File: src/rtl/mem_access_ctrl_pkg.sv
// Shared types and constants for the memory access controller: state encoding,
// funct3 load/store codes, strobe patterns and access-size helpers.
package mem_access_ctrl_pkg;

  typedef enum logic [1:0] {
    ST_IDLE  = 2'b00,
    ST_BUSY  = 2'b01,
    ST_DONE  = 2'b10,
    ST_FAULT = 2'b11
  } state_t;

  typedef enum logic [1:0] {
    SZ_BYTE = 2'b00,
    SZ_HALF = 2'b01,
    SZ_WORD = 2'b10
  } size_t;

  localparam logic [2:0] F3_LB  = 3'b000;
  localparam logic [2:0] F3_LH  = 3'b001;
  localparam logic [2:0] F3_LW  = 3'b010;
  localparam logic [2:0] F3_LBU = 3'b100;
  localparam logic [2:0] F3_LHU = 3'b101;
  localparam logic [2:0] F3_SB  = 3'b000;
  localparam logic [2:0] F3_SH  = 3'b001;
  localparam logic [2:0] F3_SW  = 3'b010;

  localparam logic [3:0] STRB_B = 4'b0001;
  localparam logic [3:0] STRB_H = 4'b0011;
  localparam logic [3:0] STRB_W = 4'b1111;

  // Unrecognised funct3 encodings fall back to word accesses.
  function automatic size_t f3_size(input logic [2:0] f3);
    case (f3[1:0])
      2'b00:   return SZ_BYTE;
      2'b01:   return SZ_HALF;
      default: return SZ_WORD;
    endcase
  endfunction

  function automatic logic is_misaligned(input size_t sz, input logic [1:0] off);
    return ((sz == SZ_HALF) && off[0]) || ((sz == SZ_WORD) && (off != 2'b00));
  endfunction

endpackage

File: src/rtl/mem_access_ctrl_load_ext.sv
// Combinational load extension: selects the byte/half lane by byte offset and
// sign- or zero-extends it to XLEN.
module mem_access_ctrl_load_ext
  import mem_access_ctrl_pkg::*;
#(
  parameter int unsigned XLEN = 32
) (
  input  logic [2:0]      funct3,
  input  logic [1:0]      offset,
  input  logic [XLEN-1:0] word,
  output logic [XLEN-1:0] ext
);

  logic [XLEN-1:0] lane;

  assign lane = word >> {offset, 3'b000};

  always_comb begin
    ext = word;
    case (funct3)
      F3_LB:   ext = {{(XLEN-8){lane[7]}}, lane[7:0]};
      F3_LBU:  ext = {{(XLEN-8){1'b0}}, lane[7:0]};
      F3_LH:   ext = {{(XLEN-16){lane[15]}}, lane[15:0]};
      F3_LHU:  ext = {{(XLEN-16){1'b0}}, lane[15:0]};
      default: ext = word;
    endcase
  end

endmodule

File: src/rtl/mem_access_ctrl.sv
// Sequences the shared instruction/data memory port of the multicycle core:
// req/ready handshake, store strobes, load extension, misalign/timeout faults.
module mem_access_ctrl
  import mem_access_ctrl_pkg::*;
#(
  parameter int unsigned XLEN    = 32,
  parameter int unsigned TIMEOUT = 16,
  parameter int unsigned CNT_W   = 5
) (
  input  logic            clk,
  input  logic            rst,
  input  logic            cpu_rd,
  input  logic            cpu_wr,
  input  logic [2:0]      cpu_funct3,
  input  logic [XLEN-1:0] cpu_addr,
  input  logic [XLEN-1:0] cpu_wdata,
  output logic            stall,
  output logic [XLEN-1:0] rdata,
  output logic            done,
  output logic            fault,
  output logic            mem_req,
  output logic            mem_we,
  output logic [XLEN-1:0] mem_addr,
  output logic [3:0]      mem_wstrb,
  output logic [XLEN-1:0] mem_wdata,
  input  logic            mem_ready,
  input  logic [XLEN-1:0] mem_rdata
);

  state_t          state;
  logic [CNT_W-1:0] wait_cnt;
  logic [2:0]      lat_f3;
  logic [1:0]      lat_off;
  logic [XLEN-1:0] ext_data;
  logic            req;
  size_t           req_size;
  logic            req_misaligned;
  logic [3:0]      strb_next;
  logic [XLEN-1:0] wdata_next;

  assign req            = cpu_rd | cpu_wr;
  assign req_size       = f3_size(cpu_funct3);
  assign req_misaligned = is_misaligned(req_size, cpu_addr[1:0]);

  // Stall covers the request cycle in IDLE plus every BUSY cycle.
  assign stall = (state == ST_BUSY) || ((state == ST_IDLE) && req);

  // Place store data into its byte lanes and build the matching strobes.
  always_comb begin
    strb_next  = STRB_W;
    wdata_next = cpu_wdata;
    case (req_size)
      SZ_BYTE: begin
        strb_next  = STRB_B << cpu_addr[1:0];
        wdata_next = XLEN'({(XLEN/8){cpu_wdata[7:0]}});
      end
      SZ_HALF: begin
        strb_next  = STRB_H << cpu_addr[1:0];
        wdata_next = XLEN'({(XLEN/16){cpu_wdata[15:0]}});
      end
      default: begin
        strb_next  = STRB_W;
        wdata_next = cpu_wdata;
      end
    endcase
  end

  mem_access_ctrl_load_ext #(.XLEN(XLEN)) u_load_ext (
    .funct3 (lat_f3),
    .offset (lat_off),
    .word   (mem_rdata),
    .ext    (ext_data)
  );

  always_ff @(posedge clk) begin
    if (rst) begin
      state     <= ST_IDLE;
      wait_cnt  <= '0;
      lat_f3    <= '0;
      lat_off   <= '0;
      rdata     <= '0;
      done      <= 1'b0;
      fault     <= 1'b0;
      mem_req   <= 1'b0;
      mem_we    <= 1'b0;
      mem_addr  <= '0;
      mem_wstrb <= '0;
      mem_wdata <= '0;
    end else begin
      done  <= 1'b0;
      fault <= 1'b0;
      case (state)
        ST_IDLE: begin
          if (req) begin
            if (req_misaligned) begin
              state <= ST_FAULT;
              fault <= 1'b1;
            end else begin
              // Write wins when both requests are raised together.
              state     <= ST_BUSY;
              mem_req   <= 1'b1;
              mem_we    <= cpu_wr;
              mem_addr  <= {cpu_addr[XLEN-1:2], 2'b00};
              mem_wstrb <= cpu_wr ? strb_next : 4'b0000;
              mem_wdata <= wdata_next;
              lat_f3    <= cpu_funct3;
              lat_off   <= cpu_addr[1:0];
              wait_cnt  <= '0;
            end
          end
        end
        ST_BUSY: begin
          if (mem_ready) begin
            if (!mem_we) rdata <= ext_data;
            mem_req <= 1'b0;
            state   <= ST_DONE;
            done    <= 1'b1;
          end else if (wait_cnt == CNT_W'(TIMEOUT - 1)) begin
            mem_req <= 1'b0;
            state   <= ST_FAULT;
            fault   <= 1'b1;
          end else begin
            wait_cnt <= wait_cnt + CNT_W'(1);
          end
        end
        ST_DONE:  state <= ST_IDLE;
        ST_FAULT: state <= ST_IDLE;
        default:  state <= ST_IDLE;
      endcase
    end
  end

endmodule
File: config.mk
export PLATFORM = sky130hd
export DESIGN_NAME = mem_access_ctrl
export DESIGN_NICKNAME = d
export VERILOG_FILES = /design/src/rtl/mem_access_ctrl_pkg.sv /design/src/rtl/mem_access_ctrl_load_ext.sv /design/src/rtl/mem_access_ctrl.sv
export SDC_FILE = /design/constraint.sdc
export NUM_CORES = 1
export LEC_CHECK = 0
export ABC_AREA = 1
export CAP_MARGIN = 20
export CORE_MARGIN = 8
export CORE_UTILIZATION = 30
export CTS_CLUSTER_SIZE = 16
export DETAILED_ROUTE_END_ITERATION = 12
export SETUP_SLACK_MARGIN = 0.1
export SYNTH_ARGS = -nofsm -noshare
export SYNTH_HDL_FRONTEND = slang
export SYNTH_SLANG_ARGS = --single-unit
export TNS_END_PERCENT = 1
File: constraint.sdc
create_clock -name clk -period 4.89 [get_ports clk]
set_input_delay 0.7335 -clock clk [delete_from_list [all_inputs] [get_ports clk]]
set_output_delay 0.7335 -clock clk [all_outputs]
set_load 0.01 [all_outputs]
==> results of run 1 <==
[cell usage in the layout, fill, tap and decap left out, types with 4 or more instances in the layout]
| cell | synthesis | final |
|---|---|---|
| o21ai_1 | 50 | 50 |
| nand2_1 | 150 | 150 |
| dfxtp_1 | 114 | 114 |
| nor2_1 | 163 | 163 |
| inv_2 | 3 | 4 |
| o21ai_2 | 4 | 4 |
| o21ai_0 | 70 | 70 |
| nand4_1 | 8 | 8 |
| clkinvlp_4 | 0 | 4 |
| buf_4 | 14 | 4 |
| nand3_1 | 37 | 37 |
| clkdlybuf4s50_1 | 0 | 206 |
| a21oi_1 | 52 | 52 |
| nand2_2 | 8 | 8 |
| clkbuf_16 | 0 | 17 |
| inv_1 | 37 | 36 |
| bufinv_16 | 0 | 5 |
[layout make-up]
cell class | instances | area [um^2]
Multi-Input combinational cell | 561 | 2545
Timing Repair Buffer | 212 | 2140
Inverter | 42 | 162.7
Fill cell | 1770 | 9226
Sequential cell | 114 | 2282
Tap cell | 225 | 281.5
Clock inverter | 12 | 202.7
Clock buffer | 20 | 456.7
[registers in the layout, summed over array words and instances (netlist names)]
signal	count
lat_off	2
mem_wdata	32
mem_we	1
done	1
mem_addr	30
mem_req	1
mem_wstrb	4
rdata	32
wait_cnt	5
lat_f3	3
fault	1
state	2
[report_power, final]
part           internal [mW]  leakage, nW  total (mW)  switching, mW
combinational          0.427         2.11       0.916          0.489
sequential              1.06        0.937        1.15         0.0872
clock                  0.933        0.309        1.40          0.462
[metrics by stage]
step	setup WS, ps	hold slack, ps	area [um^2]
floorplan	3112	454.4	5296
global placement	1781	455.8	7383
detailed placement	1728	459.7	7383
CTS	1933	467.5	8043
global route	1834	480.7	8070
finish	1944	465.8	8070
[final timing paths]
| path | from | end | cells past startpoint |
|---|---|---|---|
| worst max-delay path | cpu_wr | stall | 4 |
| worst min-delay path | mem_wstrb[2] | mem_wstrb[2] | 2 |
| worst max register to register | lat_off[0] | rdata[23] | 7 |
| worst min register to register | mem_wstrb[2] | mem_wstrb[2] | 2 |
[per-layer routing]
layer | vias up | routed length [um] | global-route usage | share of wire
li1 | 2848 | - | - | -
met1 | 2458 | 8150 | 0.2031 | 0.45
met2 | 199 | 7937 | 0.2441 | 0.43
met3 | 21 | 1953 | 0.07979 | 0.11
met4 | 2 | 247 | 0.05199 | 0.013
met5 | - | 13 | 0 | 0.00071
[worst max-delay path, stage by stage]
cell             delay (ps)
clkdlybuf4s50_1         540
o21ai_2                 340
nand2_1                  80
clkdlybuf4s50_1         520
[cell families (layout without fill, tap and decap cells)]
logic type	count (synthesis)	after routing	share of synthesized area
AO/OA/AOI/OAI	180	180	0.1761
adder cells (fa/ha/maj)	2	2	0.004727
AND/OR/NAND/NOR	376	376	0.2960
flip-flops	114	114	0.4312
other	1	2	0.0007085
buffers and inverters	91	286	0.08960
XOR/XNOR	1	1	0.001655
==> flow_metrics.env, run 1 <==
export IMPL_crit_required_ps=4160
export IMPL_cts_buffer_depth=2
export IMPL_grt_antenna_before_repair=1
export IMPL_peakVddDrop_v=0.0002760
export IMPL_slew_headroom=0.4213
export IMPL_arrival_ps=2210
export IMPL_leakagePower_nw=3.353
export IMPL_io_pins=209
export IMPL_drv_cap=0
export IMPL_grt_pass1_wl_mm=28.66
export IMPL_dieArea_um2=22150
export IMPL_die_w_um=148.8
export IMPL_hold_class="flop to flop"
export IMPL_firstDrtPassIters=5
export IMPL_vias=5528
export IMPL_n_antenna_cell=0
export IMPL_drc=0
export IMPL_rsz0062_at_grt="false"
export IMPL_ctsHoldBuffers=0
export IMPL_synth_top_area_frac=0.4312
export IMPL_synth_most_common_cell="nor2_1"
export IMPL_fin_crit_sh=0.6025
export IMPL_vias_per_cell=4.661
export IMPL_numCtsBuffers=17
export IMPL_synthTopCellsByArea="dfxtp_1, nor2_1, nand2_1"
export IMPL_yosys_area_top_type="dfxtp_1"
export IMPL_power_mw=3.463
export IMPL_fp_dieH_um=148.8
export IMPL_cts_root_buf="clkbuf_16"
export IMPL_core_um2=17300
export IMPL_cp_end_kind="primary output"
export IMPL_status="finished clean"
export IMPL_ant_nets=0
export IMPL_synth_cell_types=35
export IMPL_gp_congestion=0.8040
export IMPL_post_route_util=0.4666
export IMPL_start_util=0.3060
export IMPL_routed_wl_mm=18.30
export IMPL_grt_overflow_total=0
export IMPL_yosysSeqAreaShare=0.4312
export IMPL_hold_viol_final=0
export IMPL_cts_setup_buffers=0
export IMPL_clk_latency_ps=420
export IMPL_synth_edff_count=0
export IMPL_mappedNetlistArea_um2=5293
export IMPL_io_buffers=206
export IMPL_grt_usage=0.1637
export IMPL_fmax_mhz=339.4
export IMPL_critical_path_class="input pin to primary output"
export IMPL_setup_viol=0
export IMPL_finalClockSkew_ps=10.73
export IMPL_cts_tree="done"
export IMPL_nNetsFinal=1054
export IMPL_crit_path_max_fanout=6
export IMPL_finalMaxSlewViolations=0
export IMPL_start_kind="input pin"
export IMPL_h_tree_depth=4
export IMPL_ys_warn_count=0
export IMPL_power_density_nw_per_um2=429.1
export IMPL_dp_cells=1153
export IMPL_clk_pin_slew_ps=60
export IMPL_placementRows=48
export IMPL_cts_resized=0
export IMPL_synth_top_cells_by_count="nor2_1, nand2_1, dfxtp_1, o21ai_0, a21oi_1"
export IMPL_fin_cells=1186
export IMPL_area_growth_pct=52.48
export IMPL_grt_pass1_vias=5299
export IMPL_async_flop_share=0
export IMPL_dpl_hpwl_mm=12.93
export IMPL_ff2ff_setup_slack_ps=2770
export IMPL_cts_sinks=114
export IMPL_synth_seq_cells=114
export IMPL_grt_max_degree=65
export IMPL_period_minus_slack_ps=2946
export IMPL_fin_tns_setup_ps=0
export IMPL_drtIter0Drc=410
export IMPL_avgSynthCellArea_um2=6.918
export IMPL_worst_pin_slew_ps=866.8
export IMPL_synthFlopType="dfxtp_1"
export IMPL_drive_above_1_share=0.06660
export IMPL_wl_per_cell_um=15.43
export IMPL_synthCells=765
(Power assumes the default switching activity.)
==> run 2: changes to the inputs <==
- clock period: 4.89 -> 2.4 ns (I/O delays scaled with it)
==> flow_metrics.env, run 2 (synthesis gave the netlist of run 1 again) <==
export IMPL_cts_root_buf="clkbuf_16"
export IMPL_ctsHoldBuffers=0
export IMPL_grt_max_degree=65
export IMPL_die_w_um=148.8
export IMPL_clk_pin_slew_ps=60
export IMPL_hold_viol_final=0
export IMPL_fmax_mhz=492.8
export IMPL_nFillCells=1755
export IMPL_setup_viol=0
export IMPL_reg2reg_depth=11
export IMPL_critical_path_class="input pin to primary output"
export IMPL_grt_pass1_vias=5453
export IMPL_vias_per_cell=4.697
export IMPL_routed_wl_mm=18.27
export IMPL_ant_nets=0
export IMPL_dpl_hpwl_mm=13.02
export IMPL_ff2ff_setup_slack_ps=530
export IMPL_min_path_cells=2
export IMPL_cts_resized=0
export IMPL_io_pins=209
export IMPL_holdPathEnd="mem_wstrb[0]"
export IMPL_grt_overflow_total=0
export IMPL_power_density_nw_per_um2=840.9
export IMPL_vias=5603
export IMPL_drv_cap=0
export IMPL_io_buffers=206
export IMPL_cts_sinks=114
export IMPL_arrival_ps=1670
export IMPL_placed_area_um2=7456
export IMPL_status="finished clean"
export IMPL_cts_setup_buffers=0
export IMPL_nNetsFinal=1061
export IMPL_finalClockSkew_ps=4.116
export IMPL_worst_hold_startpoint="mem_wstrb[0]"
export IMPL_wl_per_cell_um=15.32
export IMPL_drive_above_1_share=0.07335
export IMPL_peakVddDrop_v=0.0004956
export IMPL_slew_headroom=0.6340
export IMPL_hold_class="flop to flop"
export IMPL_drtIter0Drc=359
export IMPL_cts_tree="done"
export IMPL_r2r_start="wait_cnt[0]"
export IMPL_placementRows=48
export IMPL_finalMaxSlewViolations=0
export IMPL_firstDrtPassIters=5
export IMPL_gp_congestion=0.8228
export IMPL_area_growth_pct=52.17
export IMPL_clk_latency_ps=410
export IMPL_cp_end_kind="primary output"
export IMPL_h_tree_depth=4
export IMPL_grt_pass1_wl_mm=28.84
export IMPL_start_util=0.3060
export IMPL_worst_pin_slew_ps=549.0
export IMPL_fin_crit_sh=0.8455
export IMPL_drc=0
export IMPL_period_minus_slack_ps=2029
export IMPL_crit_path_max_fanout=6
export IMPL_top_regs="mem_wdata (32), rdata (32), mem_addr (30)"
export IMPL_crit_required_ps=2040
export IMPL_stdcell_area_um2=8054
export IMPL_final_cell_mix="clkdlybuf4s50_1, nor2_1, nand2_1"
export IMPL_core_um2=17300
export IMPL_start_kind="input pin"
export IMPL_rr_endpoint="wait_cnt[1]"
export IMPL_numCtsBuffers=17
export IMPL_grt_antenna_before_repair=1
export IMPL_cts_buffer_depth=2
export IMPL_leakagePower_nw=3.349
export IMPL_rsz0062_at_grt="false"
export IMPL_dieArea_um2=22150
export IMPL_fin_tns_setup_ps=0
export IMPL_fp_dieH_um=148.8
export IMPL_final_common_cell="clkdlybuf4s50_1"
export IMPL_grt_usage=0.1632
export IMPL_n_antenna_cell=0
-- run 2: changes by cell type in the layout (fill, tap and decap cells not counted), sizes merged --
| cell | delta |
|---|---|
| clkinvlp | +2 |
| bufinv | -3 |
| buf | +7 |
| clkbuf | +1 |
-- run 2: worst max path at each step --
stage	from	end	slack [ps]	cells past startpoint
finish	cpu_wr	stall	370	4
global route	cpu_wr	stall	240	4
CTS	cpu_wr	stall	350	4
detailed placement	cpu_funct3[0]	mem_wstrb[1]	250	9
global placement	cpu_funct3[0]	mem_wstrb[3]	270	9
floorplan	wait_cnt[0]	wait_cnt[1]	730	11
-- run 2: final cells by class --
class,instances,area [um^2],area share
clock buffers,21,470.5,0.05841
multi-input cells,561,2545,0.3160
well taps,225,281.5,0.03495
flip-flops and latches,114,2282,0.2834
clock inverters,11,127.6,0.01585
inverters,42,162.7,0.02020
repair buffers,219,2185,0.2712
-- run 2: worst max-delay path: stages --
cell	delay, ps
clkdlybuf4s50_1	590
o21ai_2	100
nand2_1	70
clkdlybuf4s50_1	550
-- run 2: power breakdown --
| part | internal [mW] | total [mW] | switching [mW] |
|---|---|---|---|
| Clock | 1.61 | 2.55 | 0.939 |
| Combinational | 0.885 | 1.88 | 0.998 |
| Sequential | 2.17 | 2.34 | 0.168 |
| Total | 4.67 | 6.77 | 2.11 |
-- run 2: routing by layer --
layer | global-route usage | vias to the layer above | part of all wire
met5 | 0 | - | 0.00071
met4 | 0.04493 | 2 | 0.013
met3 | 0.08252 | 21 | 0.11
met2 | 0.2523 | 197 | 0.44
met1 | 0.1960 | 2521 | 0.43
li1 | - | 2862 | -
-- run 2: through the flow --
stage,total power [mW],hold slack [ps],util,std cells,worst slack (ps)
floorplan,3.370,454.4,-,766,725.7
global placement,4.272,457.4,0.4311,1161,270.1
detailed placement,4.274,458.2,0.4311,1161,246.6
CTS,6.859,468.7,0.4656,1193,348.0
global route,7.151,496.6,0.4656,1193,237.6
finish,6.772,468.8,0.4656,1193,370.9
